### src/rtl/exe_pkg.sv
// Shared encodings for the multi-cycle execute stage: ALU commands,
// branch types, memory-control bit positions and the stage FSM states.
package exe_pkg;

  // ALU command encodings
  localparam logic [3:0] CMD_ADD = 4'b0000;
  localparam logic [3:0] CMD_SUB = 4'b0010;
  localparam logic [3:0] CMD_MUL = 4'b0011;
  localparam logic [3:0] CMD_AND = 4'b0100;
  localparam logic [3:0] CMD_OR  = 4'b0101;
  localparam logic [3:0] CMD_NOR = 4'b0110;
  localparam logic [3:0] CMD_XOR = 4'b0111;
  localparam logic [3:0] CMD_SLL = 4'b1000;
  localparam logic [3:0] CMD_SRA = 4'b1001;
  localparam logic [3:0] CMD_SRL = 4'b1010;
  localparam logic [3:0] CMD_SLT = 4'b1011;

  // Branch type encodings
  localparam logic [1:0] BR_NONE = 2'b00;
  localparam logic [1:0] BR_BEZ  = 2'b01;
  localparam logic [1:0] BR_BNE  = 2'b10;
  localparam logic [1:0] BR_JMP  = 2'b11;

  // Bit positions inside the 2-bit memory control field
  localparam int MEM_RD_BIT = 0;
  localparam int MEM_WR_BIT = 1;

  // Stage FSM
  typedef enum logic {
    IDLE     = 1'b0,
    MUL_BUSY = 1'b1
  } exe_state_t;

endpackage

### src/rtl/exe_mul_iter.sv
// Iterative shift-add multiplier. Each cycle it consumes XLEN/MUL_CYCLES
// multiplier bits. The product of the last iteration is presented
// combinationally together with the done pulse, so a consumer can register
// it on the MUL_CYCLES-th edge after start.
module exe_mul_iter #(
  parameter int XLEN       = 32,
  parameter int MUL_CYCLES = 4
) (
  input  logic            clk,
  input  logic            rst,
  input  logic            start,
  input  logic            abort,
  input  logic [XLEN-1:0] a,
  input  logic [XLEN-1:0] b,
  output logic            done,
  output logic [XLEN-1:0] product
);

  localparam int CHUNK = XLEN / MUL_CYCLES;
  localparam int CNT_W = (MUL_CYCLES > 1) ? $clog2(MUL_CYCLES) : 1;

  logic [XLEN-1:0]  mcand_reg;
  logic [XLEN-1:0]  mplier_reg;
  logic [XLEN-1:0]  acc_reg;
  logic [CNT_W-1:0] count_reg;
  logic             active_reg;

  logic [XLEN-1:0]  pp [CHUNK];
  logic [XLEN-1:0]  acc_next;

  // One partial product per multiplier bit handled this iteration
  generate
    for (genvar gi = 0; gi < CHUNK; gi++) begin : g_pp
      assign pp[gi] = mplier_reg[gi] ? (mcand_reg << gi) : '0;
    end
  endgenerate

  // Accumulate this iteration's partial products (wraps modulo 2^XLEN)
  always_comb begin
    acc_next = acc_reg;
    for (int j = 0; j < CHUNK; j++) begin
      acc_next = acc_next + pp[j];
    end
  end

  assign done    = active_reg & (count_reg == CNT_W'(MUL_CYCLES - 1));
  assign product = acc_next;

  // Iteration state: load on start, shift each cycle, drop on abort or finish
  always_ff @(posedge clk or negedge rst) begin
    if (!rst) begin
      mcand_reg  <= '0;
      mplier_reg <= '0;
      acc_reg    <= '0;
      count_reg  <= '0;
      active_reg <= 1'b0;
    end else if (abort) begin
      acc_reg    <= '0;
      count_reg  <= '0;
      active_reg <= 1'b0;
    end else if (start) begin
      mcand_reg  <= a;
      mplier_reg <= b;
      acc_reg    <= '0;
      count_reg  <= '0;
      active_reg <= 1'b1;
    end else if (active_reg) begin
      acc_reg    <= acc_next;
      mcand_reg  <= mcand_reg << CHUNK;
      mplier_reg <= mplier_reg >> CHUNK;
      count_reg  <= count_reg + CNT_W'(1);
      if (done) begin
        active_reg <= 1'b0;
      end
    end
  end

endmodule

### src/rtl/exe_stage_mc.sv
// Execute stage with valid/ready handshake on both sides, synchronous flush,
// combinational ALU and branch resolution, an iterative multiplier and the
// EXE/MEM pipeline register.
module exe_stage_mc
  import exe_pkg::*;
#(
  parameter int XLEN       = 32,
  parameter int DEST_W     = 5,
  parameter int MUL_CYCLES = 4,
  parameter int ADDR_SHIFT = 2
) (
  input  logic              clk,
  input  logic              rst,
  input  logic              in_valid,
  output logic              in_ready,
  input  logic              flush,
  input  logic              wb_en_in,
  input  logic [1:0]        mem_sig_in,
  input  logic [DEST_W-1:0] dest_in,
  input  logic [3:0]        exe_cmd,
  input  logic [XLEN-1:0]   val1,
  input  logic [XLEN-1:0]   val2,
  input  logic [XLEN-1:0]   reg2,
  input  logic [XLEN-1:0]   pc,
  input  logic [1:0]        br_type,
  output logic [XLEN-1:0]   br_addr,
  output logic              br_taken,
  output logic              out_valid,
  input  logic              out_ready,
  output logic              wb_en_out,
  output logic [1:0]        mem_sig_out,
  output logic [DEST_W-1:0] dest_out,
  output logic [XLEN-1:0]   pc_out,
  output logic [XLEN-1:0]   alu_result_out,
  output logic [XLEN-1:0]   reg2_out,
  output logic              busy
);

  localparam int SH_W = $clog2(XLEN);

  exe_state_t        state_reg;
  logic              busy_reg;
  logic              out_valid_reg;
  logic              wb_en_reg;
  logic [1:0]        mem_sig_reg;
  logic [DEST_W-1:0] dest_reg;
  logic [XLEN-1:0]   pc_reg;
  logic [XLEN-1:0]   alu_reg;
  logic [XLEN-1:0]   reg2_reg;

  // Sideband captured while the multiplier runs
  logic              wb_en_hold_reg;
  logic [1:0]        mem_sig_hold_reg;
  logic [DEST_W-1:0] dest_hold_reg;
  logic [XLEN-1:0]   pc_hold_reg;
  logic [XLEN-1:0]   reg2_hold_reg;

  logic [XLEN-1:0]   alu_next;
  logic [SH_W-1:0]   shamt;
  logic              cond;
  logic              accept;
  logic              is_mul;
  logic              mul_done;
  logic [XLEN-1:0]   mul_product;

  assign shamt  = val2[SH_W-1:0];
  assign is_mul = (exe_cmd == CMD_MUL);

  // in_ready already excludes flush, so accept cannot fire in a flush cycle
  assign in_ready = rst & (state_reg == IDLE) & (~out_valid_reg | out_ready) & ~flush;
  assign accept   = in_valid & in_ready;

  // Single-cycle ALU; MUL and unknown codes yield 0 here
  always_comb begin
    alu_next = '0;
    case (exe_cmd)
      CMD_ADD: alu_next = val1 + val2;
      CMD_SUB: alu_next = val1 - val2;
      CMD_AND: alu_next = val1 & val2;
      CMD_OR:  alu_next = val1 | val2;
      CMD_NOR: alu_next = ~(val1 | val2);
      CMD_XOR: alu_next = val1 ^ val2;
      CMD_SLL: alu_next = val1 << shamt;
      CMD_SRA: alu_next = $signed(val1) >>> shamt;
      CMD_SRL: alu_next = val1 >> shamt;
      CMD_SLT: alu_next[0] = ($signed(val1) < $signed(val2));
      default: alu_next = '0;
    endcase
  end

  // Branch condition per branch type
  always_comb begin
    cond = 1'b0;
    case (br_type)
      BR_BEZ:  cond = (val1 == '0);
      BR_BNE:  cond = (val1 != reg2);
      BR_JMP:  cond = 1'b1;
      default: cond = 1'b0;
    endcase
  end

  assign br_addr  = pc + (val2 << ADDR_SHIFT);
  assign br_taken = accept & cond;

  exe_mul_iter #(
    .XLEN       (XLEN),
    .MUL_CYCLES (MUL_CYCLES)
  ) u_mul (
    .clk     (clk),
    .rst     (rst),
    .start   (accept & is_mul),
    .abort   (flush),
    .a       (val1),
    .b       (val2),
    .done    (mul_done),
    .product (mul_product)
  );

  // Stage FSM and EXE/MEM register: accept, multiply hand-off, flush and drain
  always_ff @(posedge clk or negedge rst) begin
    if (!rst) begin
      state_reg        <= IDLE;
      busy_reg         <= 1'b0;
      out_valid_reg    <= 1'b0;
      wb_en_reg        <= 1'b0;
      mem_sig_reg      <= '0;
      dest_reg         <= '0;
      pc_reg           <= '0;
      alu_reg          <= '0;
      reg2_reg         <= '0;
      wb_en_hold_reg   <= 1'b0;
      mem_sig_hold_reg <= '0;
      dest_hold_reg    <= '0;
      pc_hold_reg      <= '0;
      reg2_hold_reg    <= '0;
    end else if (flush) begin
      state_reg     <= IDLE;
      busy_reg      <= 1'b0;
      out_valid_reg <= 1'b0;
    end else begin
      case (state_reg)
        IDLE: begin
          if (accept && is_mul) begin
            state_reg        <= MUL_BUSY;
            busy_reg         <= 1'b1;
            out_valid_reg    <= 1'b0;
            wb_en_hold_reg   <= wb_en_in;
            mem_sig_hold_reg <= mem_sig_in;
            dest_hold_reg    <= dest_in;
            pc_hold_reg      <= pc;
            reg2_hold_reg    <= reg2;
          end else if (accept) begin
            out_valid_reg <= 1'b1;
            wb_en_reg     <= wb_en_in;
            mem_sig_reg   <= mem_sig_in;
            dest_reg      <= dest_in;
            pc_reg        <= pc;
            alu_reg       <= alu_next;
            reg2_reg      <= reg2;
          end else if (out_ready) begin
            out_valid_reg <= 1'b0;
          end
        end
        MUL_BUSY: begin
          if (mul_done) begin
            state_reg     <= IDLE;
            busy_reg      <= 1'b0;
            out_valid_reg <= 1'b1;
            wb_en_reg     <= wb_en_hold_reg;
            mem_sig_reg   <= mem_sig_hold_reg;
            dest_reg      <= dest_hold_reg;
            pc_reg        <= pc_hold_reg;
            alu_reg       <= mul_product;
            reg2_reg      <= reg2_hold_reg;
          end
        end
        default: state_reg <= IDLE;
      endcase
    end
  end

  assign busy           = busy_reg;
  assign out_valid      = out_valid_reg;
  assign wb_en_out      = wb_en_reg;
  assign mem_sig_out    = mem_sig_reg;
  assign dest_out       = dest_reg;
  assign pc_out         = pc_reg;
  assign alu_result_out = alu_reg;
  assign reg2_out       = reg2_reg;

endmodule

### config.mk
export PLATFORM = sky130hd
export DESIGN_NAME = exe_stage_mc
export DESIGN_NICKNAME = d
export VERILOG_FILES = /design/src/rtl/exe_pkg.sv /design/src/rtl/exe_mul_iter.sv /design/src/rtl/exe_stage_mc.sv
export SDC_FILE = /design/constraint.sdc
export NUM_CORES = 2
export LEC_CHECK = 0
export CAP_MARGIN = 25
export CORE_MARGIN = 2
export CORE_UTILIZATION = 30
export DETAILED_ROUTE_END_ITERATION = 10
export DONT_BUFFER_PORTS = 1
export PLACE_DENSITY = 0.52
export SYNTH_ARGS = -nofsm -noshare
export SYNTH_HDL_FRONTEND = slang
export SYNTH_SLANG_ARGS = --single-unit
### constraint.sdc
create_clock -name clk -period 7.6 [get_ports clk]
set_clock_uncertainty 0.15 [all_clocks]
set_input_delay 0.76 -clock clk [delete_from_list [all_inputs] [get_ports clk]]
set_output_delay 0.76 -clock clk [all_outputs]
set_load 0.05 [all_outputs]
; After elaboration in Yosys (flattened, before gate mapping)
; Cells that the tools add are included.
[classes]
n_reduce_logical = 10
shift = 3
n_lt_le_gt_ge = 1
n_mux = 62
bitwise_logic = 15
n_addsub = 12
n_eq_ne = 21
[op_table]
columns = op, n
row1 = 2-to-1 mux 32 bit, 24
row2 = adder 32 bit, 10
row3 = one-hot mux 31 bit (9 select lines), 1
row4 = one-hot mux 32 bit (2 select lines), 3
row5 = AND 32 bit, 1
row6 = zero test 32 bit, 1
row7 = less-than comparator 32 bit, 1
row8 = != test 32 bit, 1
row9 = NOT 32 bit, 1
row10 = bitwise OR 32 bit, 1
row11 = << shifter 32 x 5 -> 32 bit, 1
row12 = right shift 32 x 5 -> 32 bit, 1
row13 = >>> shifter 32 x 5 -> 32 bit, 1
row14 = subtractor 32 bit, 1
row15 = bitwise XOR 32 bit, 1
row16 = 2-to-1 mux 1 bit, 17
row17 = equality test 4 x 3 -> 1 bit (second input constant), 4
row18 = equality test 4 bit (second input constant), 4
row19 = 2-to-1 mux 5 bit, 3
row20 = 2-to-1 mux 2 bit, 6
row21 = one-hot mux 1 bit (10 select lines), 1
row22 = one-hot mux 5 bit (2 select lines), 1
row23 = equality test 4 x 2 -> 1 bit (second input constant), 2
row24 = one-hot mux 1 bit (2 select lines), 4
row25 = 19 further kinds, 33
[totals]
inputBits = 147
out_inout_bits = 140
elab_cells = 143
register_bits = 278

; Depth between registers and ports, before layout
[logic_depth]
depth_word = 12
depth_mapped = 22
ltp_nobuf = 21

; By module
; From an unflattened synthesis, not the netlist that was laid out.
[unflattened]
hier_cells = 3575
area_unflattened_um2 = 30380.4
[by_module_without_submodules]
columns = mod, area_each_um2, instances, seq_area_each_um2, cells_per_inst
row1 = exe_stage_mc, 18843.1, 1, 4479.3, 2317
row2 = exe_mul_iter, 11537.3, 1, 2477.4, 1258

; Least setup slack after synthesis
; Ideal clock, no wire load.
[synth_timing]
path_type = flip-flop to flip-flop
startpoint = register u_mul.mplier_reg[3]
endpoint = register alu_reg[30], in the netlist alu_result_out[30]
path_stages_with_launch = 22
t_arrival_ns = 5.191
period_less_slack_ns = 5.427
path_buffers = 2
path_slack_ns = 2.173
required_ns = 7.363
setup_time_ns = 0.087
cell_sequence = dfrtp_1 clkbuf_1 clkbuf_1 and2_1 fa_1 fa_1 fa_1 inv_1 fa_1 inv_1 ha_1 a21o_1 a21o_1 a21o_1 o31a_1 a41o_1 nand3b_1 a21oi_1 o41ai_1 xnor2_1 nand3_1 o211ai_1
[synth_via]
elab_chain_len = 8
[synth_rtl]
columns = element, line_no
row1 = from (decl), exe_mul_iter.sv:23  ; logic [XLEN-1:0] mplier_reg;
row2 = from (signal assigned), exe_mul_iter.sv:70  ; mplier_reg <= mplier_reg >> CHUNK;
row3 = 2-to-1 mux 32 bit, exe_mul_iter.sv:34  ; assign pp[gi] = mplier_reg[gi] ? (mcand_reg << gi) : '0;
row4 = adder 32 bit (5 in series), exe_mul_iter.sv:42  ; acc_next = acc_next + pp[j];
row5 = 2-to-1 mux 32 bit, exe_stage_mc.sv:165  ; if (mul_done) begin
row6 = one-hot mux 32 bit (2 select lines), exe_stage_mc.sv:141  ; case (state_reg)
row7 = to (signal assigned), exe_stage_mc.sv:158  ; alu_reg <= alu_next;
row8 = to (signal assigned), exe_stage_mc.sv:173  ; alu_reg <= mul_product;
row9 = to (decl), exe_stage_mc.sv:48  ; logic [XLEN-1:0] alu_reg;
; No other way between the ends. The select of a mux whose other input is x is not followed.
; A chain may end at the register's enable or synchronous reset.

; Worst setup path after layout
; Same ends and word-level chain as after synthesis.

==> impl_metrics.env <==
export IMPL_fin_util_pct=32.6
export IMPL_grt_max_degree=279
export IMPL_portBuffers=0
export IMPL_die_width_um=319
export IMPL_worstSkewPairLatency_ns=0.63
export IMPL_syn_num_nets=4143
export IMPL_arrival_ns=6.76
export IMPL_synth_top_family_by_area="adder cells"
export IMPL_powerDensity_nw_per_um2=166
export IMPL_synthCells=3641
export IMPL_peakVddDrop_mv=0.192
export IMPL_vias=26400
export IMPL_post_cts_setup_buffer_count=0
export IMPL_multiInputGateArea_sq_um=20600
export IMPL_rows=115
export IMPL_finalCritPeriodShare_pct=84.0
export IMPL_synthSimpleGateAreaFrac_pct=18.2
export IMPL_synth_common_cells="nand2_1, inv_1, a21oi_1"
export IMPL_r2r_cells=18
export IMPL_cts_tree="built"
export IMPL_drtPass1Iterations=6
export IMPL_cp_start_kind="register"
export IMPL_cts_buffers=39
export IMPL_fin_tns_setup_ns=0
export IMPL_worst_setup_path_type="register to register"
export IMPL_yosys_cell_types_count=86
export IMPL_start_util_pct=30.2
export IMPL_fin_area_sq_um=32100
export IMPL_regToRegSetupSlack_ns=1.21
export IMPL_drive_above_1_share_pct=6.86
export IMPL_grt_antenna_before_repair=8
export IMPL_synth_main_ff_cell="dfrtp_1"
export IMPL_io_pins=287
export IMPL_synthAdderAreaFrac_pct=19.7
export IMPL_core_area_sq_um=98300
export IMPL_h_tree_depth=2
export IMPL_drc=0
export IMPL_grt_pass1_wl_um=176000
export IMPL_end_kind="register"
export IMPL_via_per_inst=5.50
export IMPL_routedWlPerCell_um=24.6
export IMPL_nNetsFinal=3975
export IMPL_final_max_slew_viol_count=0
export IMPL_worstPathRequired_ns=7.97
export IMPL_synth_most_common_cell="nand2_1"
export IMPL_hpwl_um=88000
export IMPL_synth_area_sq_um=29700
export IMPL_drt_iter0_markers=2694
export IMPL_r2r_end="alu_result_out[30]"
export IMPL_grt_pass1_vias=25900
export IMPL_hold_buffers=1
export IMPL_clock_root_buffer="clkbuf_16"
export IMPL_async_flop_share_pct=100
export IMPL_synth_area_leaders="dfrtp_1, fa_1, nand2_1"
export IMPL_dieArea_sq_um=102000
export IMPL_synth_area_leader_cell="dfrtp_1"
export IMPL_synth_compound_area_share_pct=19.1
export IMPL_grt_setup_unrepaired="no"
export IMPL_cts_sinks=278
export IMPL_yosysSeqAreaShare_pct=23.4
export IMPL_min_path_type="primary input to async pin"
export IMPL_setup_viol=0
export IMPL_synthMuxAreaShare_pct=8.78
export IMPL_yosysWarnings=0
export IMPL_clockBufferDepth=3
export IMPL_die_h_um=319
export IMPL_cts_repair_resized=0
export IMPL_fmax_mhz=157
export IMPL_tightest_slew_ns=1.26
export IMPL_holdWs_ns=-0.0507
export IMPL_fill_cells=10400
export IMPL_synth_avg_cell_area_sq_um=8.16
export IMPL_synth_xor_area_share_pct=3.09
export IMPL_synth_top_area_share_pct=23.4
export IMPL_synth_edff_count=0
export IMPL_diodes=0
export IMPL_relSlewSlack_pct=16.2
export IMPL_gr_total_overflow=0
export IMPL_ys_seq_elements=278
export IMPL_period_needed_ns=6.39
export IMPL_clk_pin_slew_ns=0.06
export IMPL_dpl_cell_area_sq_um=30700
export IMPL_place_gp_congestion=0.965
export IMPL_leakage_uw=0.0146
export IMPL_syn2layout_area_growth_pct=7.91
export IMPL_hold_viol=11
export IMPL_cap_viol_max_count=0
export IMPL_drtAntennaViolNets=0
export IMPL_track_usage_pct=22.9
export IMPL_violations="negative hold slack"
export IMPL_worstPathMaxFanout=30
export IMPL_wl_um=118000
export IMPL_ff_latch_area_sq_um=6960
export IMPL_r2r_start="u_mul.mplier_reg[3]"
export IMPL_status="finished with violations"
-- report_power, final --
group          leakage, uW  internal, uW  switching (uW)
logic               0.0103           438             792
registers          0.00368          1660             622
clock network     0.000619          1040             783
-- critical path, cell delays in order (launching register included) --
cell and delay [ns]:
dfrtp_1 0.99, and2_1 0.27, fa_1 0.44, fa_1 0.51
fa_1 0.42, ha_1 0.29, ha_1 0.23, fa_1 0.47
a21o_1 0.20, a21oi_1 0.31, nor4b_1 0.15, o31a_1 0.35
a41o_1 0.34, nand3b_1 0.20, a21oi_1 0.14, o41ai_1 0.45
xnor2_1 0.19, nand3_1 0.10, o211ai_1 0.13
-- logic make-up (layout without fill, tap and decap cells) --
logic type | count (synthesis) | count (layout)
and+or+nand+nor | 1210 | 1210
AOI/OAI and AO/OA | 908 | 908
buffers and inverters | 590 | 450
adders and majority gates | 355 | 355
DFF | 278 | 278
muxes | 195 | 195
xor gates and xnor gates | 105 | 105
-- how the worst max path moves through the flow --
stage / startpoint / to / slack [ns] / cells past startpoint
final: u_mul.mplier_reg[3] / alu_result_out[30] / 1.21 / 18
after global routing: u_mul.mplier_reg[2] / alu_result_out[28] / 0.84 / 17
after CTS: u_mul.mplier_reg[2] / alu_result_out[30] / 1.25 / 18
after detailed placement: u_mul.mplier_reg[2] / alu_result_out[30] / 1.26 / 18
after global placement: u_mul.mplier_reg[2] / alu_result_out[30] / 1.32 / 18
after floorplan: u_mul.mplier_reg[3] / alu_result_out[30] / 2.17 / 21
-- layer usage --
metal | up-vias | global-route usage, % | routed length, um
met3 | 237 | 6.77 | 11700
met2 | 1132 | 33.7 | 49800
met5 | - | 0 | 112
met1 | 13000 | 31.4 | 51200
met4 | 16 | 8.91 | 5010
li1 | 12000 | - | -
-- cell usage in the layout (no fill, tap or decap), drive strengths merged, types with 44 or more instances in the layout --
cell type,n
dfrtp,278
clkbuf,51
nor2,281
fa,190
nand2,563
a211oi,44
mux2i,118
inv,327
buf,54
xnor2,58
ha,165
xor2,47
o21ai,272
mux4,50
and2,163
a21oi,283
-- final cells by class --
type	count	area share, %
flip-flops and latches	278	21.7
inverters	325	3.80
clock inverters	20	0.612
repair buffers	56	1.47
well taps	1287	5.02
clock buffers	49	3.32
multi-input cells	2773	64.1
-- stage by stage --
stage	total power, uW	std cells	setup slack [ns]	hold slack [ns]
2_1_floorplan	3150	3641	2.17	0.295
3_3_place_gp	3450	4698	1.32	0.306
3_5_place_dp	3490	4715	1.26	0.312
4_1_cts	5390	4785	1.25	0.0403
5_1_grt	5590	4788	0.836	0.0470
6_report	5340	4788	1.21	-0.0507
Power figures use the tool's default switching activity.
